===== src/rtl/cnn_pkg.sv =====
// Shared types and constants for the conv-layer input fetch path.
// Holds the scheduler FSM encoding and a shift-add product helper.
package cnn_pkg;

    localparam int ADDR_WIDTH = 20;
    localparam int DIM_WIDTH  = 8;

    typedef enum logic [2:0] {
        IDLE,
        CHECK,
        SETUP,
        LAUNCH,
        WAIT_FILL,
        WAIT_DRAIN,
        NEXT,
        DONE
    } state_t;

    // Product built from conditional shifted adds only; evaluated once per layer.
    function automatic logic [31:0] shift_add_mul(
        input logic [15:0] a,
        input logic [15:0] b
    );
        logic [31:0] acc;
        acc = '0;
        for (int i = 0; i < 16; i++) begin
            if (b[i]) acc = acc + ({16'b0, a} << i);
        end
        return acc;
    endfunction

endpackage


===== src/rtl/fetch_addr_gen.sv =====
// Channel/tile counters and accumulating address generator.
// Produces the tile address, first output row, FIFO mask and carry flag.
module fetch_addr_gen
    import cnn_pkg::*;
#(
    parameter int array_size    = 9,
    parameter int dim_data_size = DIM_WIDTH,
    parameter int addr_width    = ADDR_WIDTH,
    parameter int ch_width      = 8
) (
    input  logic                     clk,
    input  logic                     reset,
    input  logic                     load,
    input  logic                     advance_tile,
    input  logic                     advance_ch,
    input  logic [addr_width-1:0]    base_address,
    input  logic [dim_data_size-1:0] image_height,
    input  logic [dim_data_size-1:0] image_width,
    input  logic [dim_data_size-1:0] weight_size,
    input  logic [ch_width-1:0]      num_channels,
    output logic [addr_width-1:0]    tile_address,
    output logic [dim_data_size-1:0] tile_offset,
    output logic [array_size-1:0]    tile_mask,
    output logic                     last_tile,
    output logic                     last_ch,
    output logic                     carry
);

    localparam logic [dim_data_size:0]   rows_step = (dim_data_size+1)'(array_size);
    localparam logic [dim_data_size-1:0] off_step  = dim_data_size'(array_size);
    localparam logic [array_size-1:0]    full_mask = '1;

    logic [addr_width-1:0]    ch_base;
    logic [addr_width-1:0]    row_addr;
    logic [addr_width-1:0]    plane;
    logic [addr_width-1:0]    row_step;
    logic [dim_data_size-1:0] offset_q;
    logic [dim_data_size:0]   rows_total;
    logic [dim_data_size:0]   rows_left;
    logic [dim_data_size:0]   rows_init;
    logic [ch_width-1:0]      ch_cnt;
    logic [addr_width:0]      tile_sum;
    logic [addr_width:0]      ch_sum;

    assign rows_init = {1'b0, image_height} - {1'b0, weight_size} + 1'b1;
    assign tile_sum  = {1'b0, row_addr} + {1'b0, row_step};
    assign ch_sum    = {1'b0, ch_base} + {1'b0, plane};

    always_ff @(posedge clk or negedge reset) begin
        if (!reset) begin
            ch_base    <= '0;
            row_addr   <= '0;
            plane      <= '0;
            row_step   <= '0;
            offset_q   <= '0;
            rows_total <= '0;
            rows_left  <= '0;
            ch_cnt     <= '0;
        end else if (load) begin
            ch_base    <= base_address;
            row_addr   <= base_address;
            plane      <= addr_width'(shift_add_mul(16'(image_height), 16'(image_width)));
            row_step   <= addr_width'(shift_add_mul(16'(array_size), 16'(image_width)));
            offset_q   <= '0;
            rows_total <= rows_init;
            rows_left  <= rows_init;
            ch_cnt     <= '0;
        end else if (advance_ch) begin
            ch_base   <= ch_sum[addr_width-1:0];
            row_addr  <= ch_sum[addr_width-1:0];
            offset_q  <= '0;
            rows_left <= rows_total;
            ch_cnt    <= ch_cnt + 1'b1;
        end else if (advance_tile) begin
            row_addr  <= tile_sum[addr_width-1:0];
            offset_q  <= offset_q + off_step;
            rows_left <= rows_left - rows_step;
        end
    end

    // Only the last tile of a channel can be partial.
    always_comb begin
        tile_mask = full_mask;
        if (rows_left < rows_step) tile_mask = ~(full_mask << rows_left);
    end

    assign tile_address = row_addr;
    assign tile_offset  = offset_q;
    assign last_tile    = (rows_left <= rows_step);
    assign last_ch      = (ch_cnt == num_channels - 1'b1);
    assign carry        = (advance_tile & tile_sum[addr_width])
                        | (advance_ch & ch_sum[addr_width]);

endmodule


===== src/rtl/input_fetch_scheduler.sv =====
// Walks channels and row-bands of one conv layer, issuing one ROM fill
// per tile and waiting for the array to drain before the next.
module input_fetch_scheduler
    import cnn_pkg::*;
#(
    parameter int array_size    = 9,
    parameter int dim_data_size = DIM_WIDTH,
    parameter int addr_width    = ADDR_WIDTH,
    parameter int ch_width      = 8
) (
    input  logic                     clk,
    input  logic                     reset,
    input  logic                     start,
    input  logic [addr_width-1:0]    base_address,
    input  logic [dim_data_size-1:0] image_height,
    input  logic [dim_data_size-1:0] image_width,
    input  logic [dim_data_size-1:0] weight_size,
    input  logic [ch_width-1:0]      num_channels,
    input  logic                     array_ready,
    input  logic                     fill_completed,
    output logic                     fill_clear,
    output logic                     fill_enable,
    output logic [addr_width-1:0]    initial_address,
    output logic [dim_data_size-1:0] offset,
    output logic [array_size-1:0]    write_enable,
    output logic                     tile_valid,
    output logic                     busy,
    output logic                     done,
    output logic                     err
);

    state_t state, state_nx;

    logic [addr_width-1:0]    base_q;
    logic [dim_data_size-1:0] h_q, w_q, k_q;
    logic [ch_width-1:0]      c_q;
    logic                     err_q;
    logic                     load, adv_tile, adv_ch;
    logic                     last_tile, last_ch, carry;
    logic                     cfg_bad, accept, active;
    logic [addr_width-1:0]    tile_address;
    logic [dim_data_size-1:0] tile_offset;
    logic [array_size-1:0]    tile_mask;

    assign accept  = (state == IDLE) && start;
    assign cfg_bad = (k_q == '0) || (k_q > h_q) || (k_q > w_q);

    always_ff @(posedge clk or negedge reset) begin
        if (!reset) state <= IDLE;
        else        state <= state_nx;
    end

    always_ff @(posedge clk or negedge reset) begin
        if (!reset) begin
            base_q <= '0;
            h_q    <= '0;
            w_q    <= '0;
            k_q    <= '0;
            c_q    <= '0;
        end else if (accept) begin
            base_q <= base_address;
            h_q    <= image_height;
            w_q    <= image_width;
            k_q    <= weight_size;
            c_q    <= num_channels;
        end
    end

    always_ff @(posedge clk or negedge reset) begin
        if (!reset)                                   err_q <= 1'b0;
        else if (accept)                              err_q <= 1'b0;
        else if ((state == CHECK && cfg_bad) || carry) err_q <= 1'b1;
    end

    always_comb begin
        state_nx = state;
        load     = 1'b0;
        adv_tile = 1'b0;
        adv_ch   = 1'b0;
        unique case (state)
            IDLE:       if (start) state_nx = CHECK;
            CHECK: begin
                load = 1'b1;
                if (cfg_bad || c_q == '0) state_nx = DONE;
                else                      state_nx = SETUP;
            end
            SETUP:      state_nx = LAUNCH;
            LAUNCH:     state_nx = WAIT_FILL;
            WAIT_FILL:  if (fill_completed) state_nx = WAIT_DRAIN;
            WAIT_DRAIN: if (array_ready) state_nx = NEXT;
            NEXT: begin
                if (last_tile && last_ch) begin
                    state_nx = DONE;
                end else begin
                    state_nx = SETUP;
                    adv_ch   = last_tile;
                    adv_tile = !last_tile;
                end
            end
            DONE:       state_nx = IDLE;
            default:    state_nx = IDLE;
        endcase
    end

    fetch_addr_gen #(
        .array_size    (array_size),
        .dim_data_size (dim_data_size),
        .addr_width    (addr_width),
        .ch_width      (ch_width)
    ) u_gen (
        .clk          (clk),
        .reset        (reset),
        .load         (load),
        .advance_tile (adv_tile),
        .advance_ch   (adv_ch),
        .base_address (base_q),
        .image_height (h_q),
        .image_width  (w_q),
        .weight_size  (k_q),
        .num_channels (c_q),
        .tile_address (tile_address),
        .tile_offset  (tile_offset),
        .tile_mask    (tile_mask),
        .last_tile    (last_tile),
        .last_ch      (last_ch),
        .carry        (carry)
    );

    // Tile fields are only presented while a tile is in flight.
    assign active = (state == SETUP) || (state == LAUNCH)
                 || (state == WAIT_FILL) || (state == WAIT_DRAIN);

    assign initial_address = active ? tile_address : '0;
    assign offset          = active ? tile_offset : '0;
    assign write_enable    = active ? tile_mask : '0;
    assign fill_clear      = (state == SETUP);
    assign fill_enable     = (state == LAUNCH) || (state == WAIT_FILL);
    assign tile_valid      = (state == WAIT_DRAIN);
    assign busy            = (state != IDLE) && (state != DONE);
    assign done            = (state == DONE);
    assign err             = err_q;

endmodule


===== config.mk =====
export PLATFORM = sky130hd
export DESIGN_NAME = input_fetch_scheduler
export DESIGN_NICKNAME = d
export VERILOG_FILES = /design/src/rtl/cnn_pkg.sv /design/src/rtl/fetch_addr_gen.sv /design/src/rtl/input_fetch_scheduler.sv
export SDC_FILE = /design/constraint.sdc
export NUM_CORES = 1
export LEC_CHECK = 0
export CAP_MARGIN = 40
export CORE_ASPECT_RATIO = 2
export CORE_MARGIN = 4
export CORE_UTILIZATION = 60
export DETAILED_ROUTE_END_ITERATION = 10
export HOLD_SLACK_MARGIN = 0.05
export PLACE_DENSITY = 0.82
export SLEW_MARGIN = 10
export SYNTH_ARGS = -nofsm -noshare
export SYNTH_HDL_FRONTEND = slang
export SYNTH_SLANG_ARGS = --single-unit

===== constraint.sdc =====
create_clock -name clk -period 11.5 [get_ports clk]
set_clock_uncertainty 0.05 [all_clocks]
set_input_delay 2.3 -clock clk [delete_from_list [all_inputs] [get_ports clk]]
set_output_delay 2.3 -clock clk [all_outputs]
set_load 0.02 [all_outputs]

==> results.sh <==
export IMPL_antenna_found_initial=0
export IMPL_cp_slowest_cell="dfrtp_1"
export IMPL_yosysSeqAreaShare_pct=31.2
export IMPL_routed_via_count=11200
export IMPL_synth_cell_type_count=83
export IMPL_yosys_area_share_simple_pct=16.5
export IMPL_area_growth_pct=14.3
export IMPL_setup_viol=0
export IMPL_tightest_slew_ns=0.858
export IMPL_grt_use_met2_pct=56.9
export IMPL_clockBufferDepth=2
export IMPL_placement_io_buffers=99
export IMPL_netlist_top_cells_area="dfrtp_1 31%, ha_1 13%, xnor2_1 5.6%"
export IMPL_wire_per_inst_microns=19.0
export IMPL_clock_latency_ns=0.45
export IMPL_dieWidth_microns=111
export IMPL_cts_resized=0
export IMPL_synth_top_family_by_area="compound AO/OA/AOI/OAI gates"
export IMPL_min_path_type="flip-flop to flip-flop"
export IMPL_rsz0062_at_grt="false"
export IMPL_final_max_slew_viol_count=0
export IMPL_viasPerCell=6.15
export IMPL_dp_hpwl_mm=26.3
export IMPL_floorplan_rows=75
export IMPL_cts_made_buffers=17
export IMPL_hold_viol=0
export IMPL_yosys_area_top_type_share_pct=31.2
export IMPL_grt_pass1_wl_mm=56.0
export IMPL_busiest_layer="met2"
export IMPL_io_pins=100
export IMPL_relSlewSlack_pct=42.2
export IMPL_clkTransAtPathRegs_ns=0.06
export IMPL_synth_avg_cell_area_sq_um=8.64
export IMPL_layout_drive_gt1_share_pct=7.22
export IMPL_start_kind="flip-flop"
export IMPL_post_route_util_pct=69.2
export IMPL_syn_area_sq_um=12700
export IMPL_dp_slack_ns=2.21
export IMPL_n_antenna_cell=0
export IMPL_crit_required_ns=11.76
export IMPL_period_minus_slack_ns=9.43
export IMPL_use_met1_pct=29.2
export IMPL_cts_tree="yes"
export IMPL_grt_max_degree=70
export IMPL_crit_path_end_kind="flip-flop"
export IMPL_crit_top_cell="ha_1"
export IMPL_dr_pass1_iters=5
export IMPL_ys_warn_count=0
export IMPL_finalSetupTns_ns=0
export IMPL_status="finished, final reports clean"
export IMPL_use_met3_pct=4.66
export IMPL_synth_top_cell_by_area="dfrtp_1"
export IMPL_synthAdderAreaFrac_pct=14.5
export IMPL_core_sq_um=20900
export IMPL_path_class="flip-flop to flip-flop"
export IMPL_dr_first_iter_drc_count=713
export IMPL_ys_async_sr_fraction_pct=100
export IMPL_cts_max_level=4
export IMPL_finalCritPeriodShare_pct=82.0
export IMPL_postSynthCellCount=1467
export IMPL_postCtsHoldBufs=0
export IMPL_ant_nets=0
export IMPL_synth_xor_area_share_pct=7.57
export IMPL_syn_num_nets=1665
export IMPL_ys_ff_latch=158
export IMPL_first_global_vias=11300
export IMPL_grt_remaining_overflow=0
export IMPL_gp_congestion=0.996
export IMPL_clkSinkCount=158
export IMPL_layout_nets=1737
export IMPL_die_h_microns=214
export IMPL_maxCapViolCount=0
export IMPL_worst_path_largest_cell_delay_ns=0.69
export IMPL_cts_root_buf="clkbuf_16"
export IMPL_start_util_pct=60.5
export IMPL_fin_ws_ns=2.07
export IMPL_wl_mm=34.5
export IMPL_cts_setup_buffers=0
export IMPL_path_max_fanout=15
export IMPL_dieArea_sq_um=23600
export IMPL_synth_area_mux_share_pct=4.21
export IMPL_track_usage_pct=29.5
export IMPL_synthFlopType="dfrtp_1"
export IMPL_clock_fmax_ghz=0.106
export IMPL_drc=0
export IMPL_synth_edf_count=0
export IMPL_synth_compound_area_share_pct=21.6
export IMPL_worstPathArrival_ns=9.68
==> critical path, delay by kind of cell, from the launching register on <==
kind | cells | cell delay [ns]
compound gates | 19 | 3.18
xor+xnor | 3 | 0.51
fa+ha+maj | 8 | 2.32
buf+inv | 2 | 0.17
flops | 1 | 0.69
mux | 2 | 0.52
simple gates | 13 | 1.84
==> final timing paths <==
kind                                           from             endpoint  slack (ns)  cells past startpoint
worst min-delay path            u_gen.rows_total[4]  u_gen.rows_total[4]        0.43                      1
worst min register to register  u_gen.rows_total[4]  u_gen.rows_total[4]        0.43                      1
max in group asynchronous                     reset               w_q[2]        8.27                      3
worst max-delay path                         w_q[0]      u_gen.plane[15]        2.07                     47
min in group asynchronous                     reset            base_q[7]        1.67                      1
worst max register to register               w_q[0]      u_gen.plane[15]        2.07                     47
==> per-stage QoR <==
step | instances | cell area, sq um | hold WS (ns)
final | 1820 | 14500 | 0.432
after global routing | 1820 | 14500 | 0.457
after CTS | 1820 | 14500 | 0.429
after detailed placement | 1789 | 13900 | 0.416
after global placement | 1786 | 13800 | 0.406
after floorplan | 1467 | 12700 | 0.387
==> cell families (layout without fill, tap and decap cells) <==
kind of cell,count (synthesis),in the layout
multiplexers,49,49
buffers and inverters,138,222
AND/OR/NAND/NOR,448,448
XOR/XNOR,108,108
adder cells (fa/ha/maj),141,141
flip-flops,158,158
AO/OA/AOI/OAI,425,425
==> cell usage after synthesis (12+ instances only) <==
cell / n
a21o_1: 39
a21oi_1: 105
a22oi_1: 19
a31oi_1: 14
and2_1: 39
clkbuf_1: 42
dfrtp_1: 158
ha_1: 131
inv_1: 73
mux2_2: 34
mux2i_1: 15
nand2_1: 172
nand2b_1: 12
nand3_1: 24
nor2_1: 109
nor2b_1: 16
nor3_1: 16
o21a_1: 29
o21ai_0: 114
o21bai_1: 15
xnor2_1: 81
xor2_1: 26
==> sequential cells by signal, summed over array words and instances, names as in the netlist, 9 cells and up <==
| signal | flops |
|---|---|
| u_gen.plane | 16 |
| base_q | 20 |
| u_gen.tile_address | 20 |
| u_gen.row_step | 12 |
| u_gen.rows_left | 9 |
| u_gen.rows_total | 9 |
| u_gen.ch_base | 20 |
==> cell type report <==
cell class              instances  area, sq um
flip-flops and latches        158         3950
fillers                      1682         6450
multi-input cells            1171         8180
clock buffers                  22          464
repair buffers                114         1140
clock inverters                 9          113
well taps                     269          337
inverters                      77          289
==> metal layers <==
| metal | up-vias | part of all wire, % | routed length (microns) |
|---|---|---|---|
| met5 | - | 0 | 0 |
| met4 | 0 | 5.9 | 2050 |
| met3 | 106 | 3.8 | 1320 |
| met2 | 331 | 55 | 18800 |
| met1 | 5435 | 36 | 12300 |
| li1 | 5322 | - | - |
==> cells in the final DEF (no fill, tap or decap), drive strengths merged, types with 7 or more instances in the layout <==
master / Yosys / final
a21oi: 108 / 108
nand2b: 12 / 12
mux2i: 15 / 15
clkbuf: 42 / 22
and2: 39 / 39
nor2b: 16 / 16
o31ai: 7 / 7
nand2: 172 / 172
fa: 10 / 10
nand4: 11 / 11
and3: 11 / 11
nor3: 18 / 18
mux2: 34 / 34
o211ai: 10 / 10
inv: 76 / 76
clkdlybuf4s50: 0 / 98
or2: 10 / 10
o21a: 29 / 29
a31oi: 15 / 15
a22oi: 20 / 20
nor2: 110 / 110
o21ai: 122 / 122
buf: 19 / 16
ha: 131 / 131
a21o: 39 / 39
nand3: 25 / 25
xor2: 26 / 26
o21bai: 15 / 15
xnor2: 81 / 81
dfrtp: 158 / 158
Power is left out: the tool's default activity adds up to more than one toggle a clock period on the data nets, which glitch-free logic cannot reach.
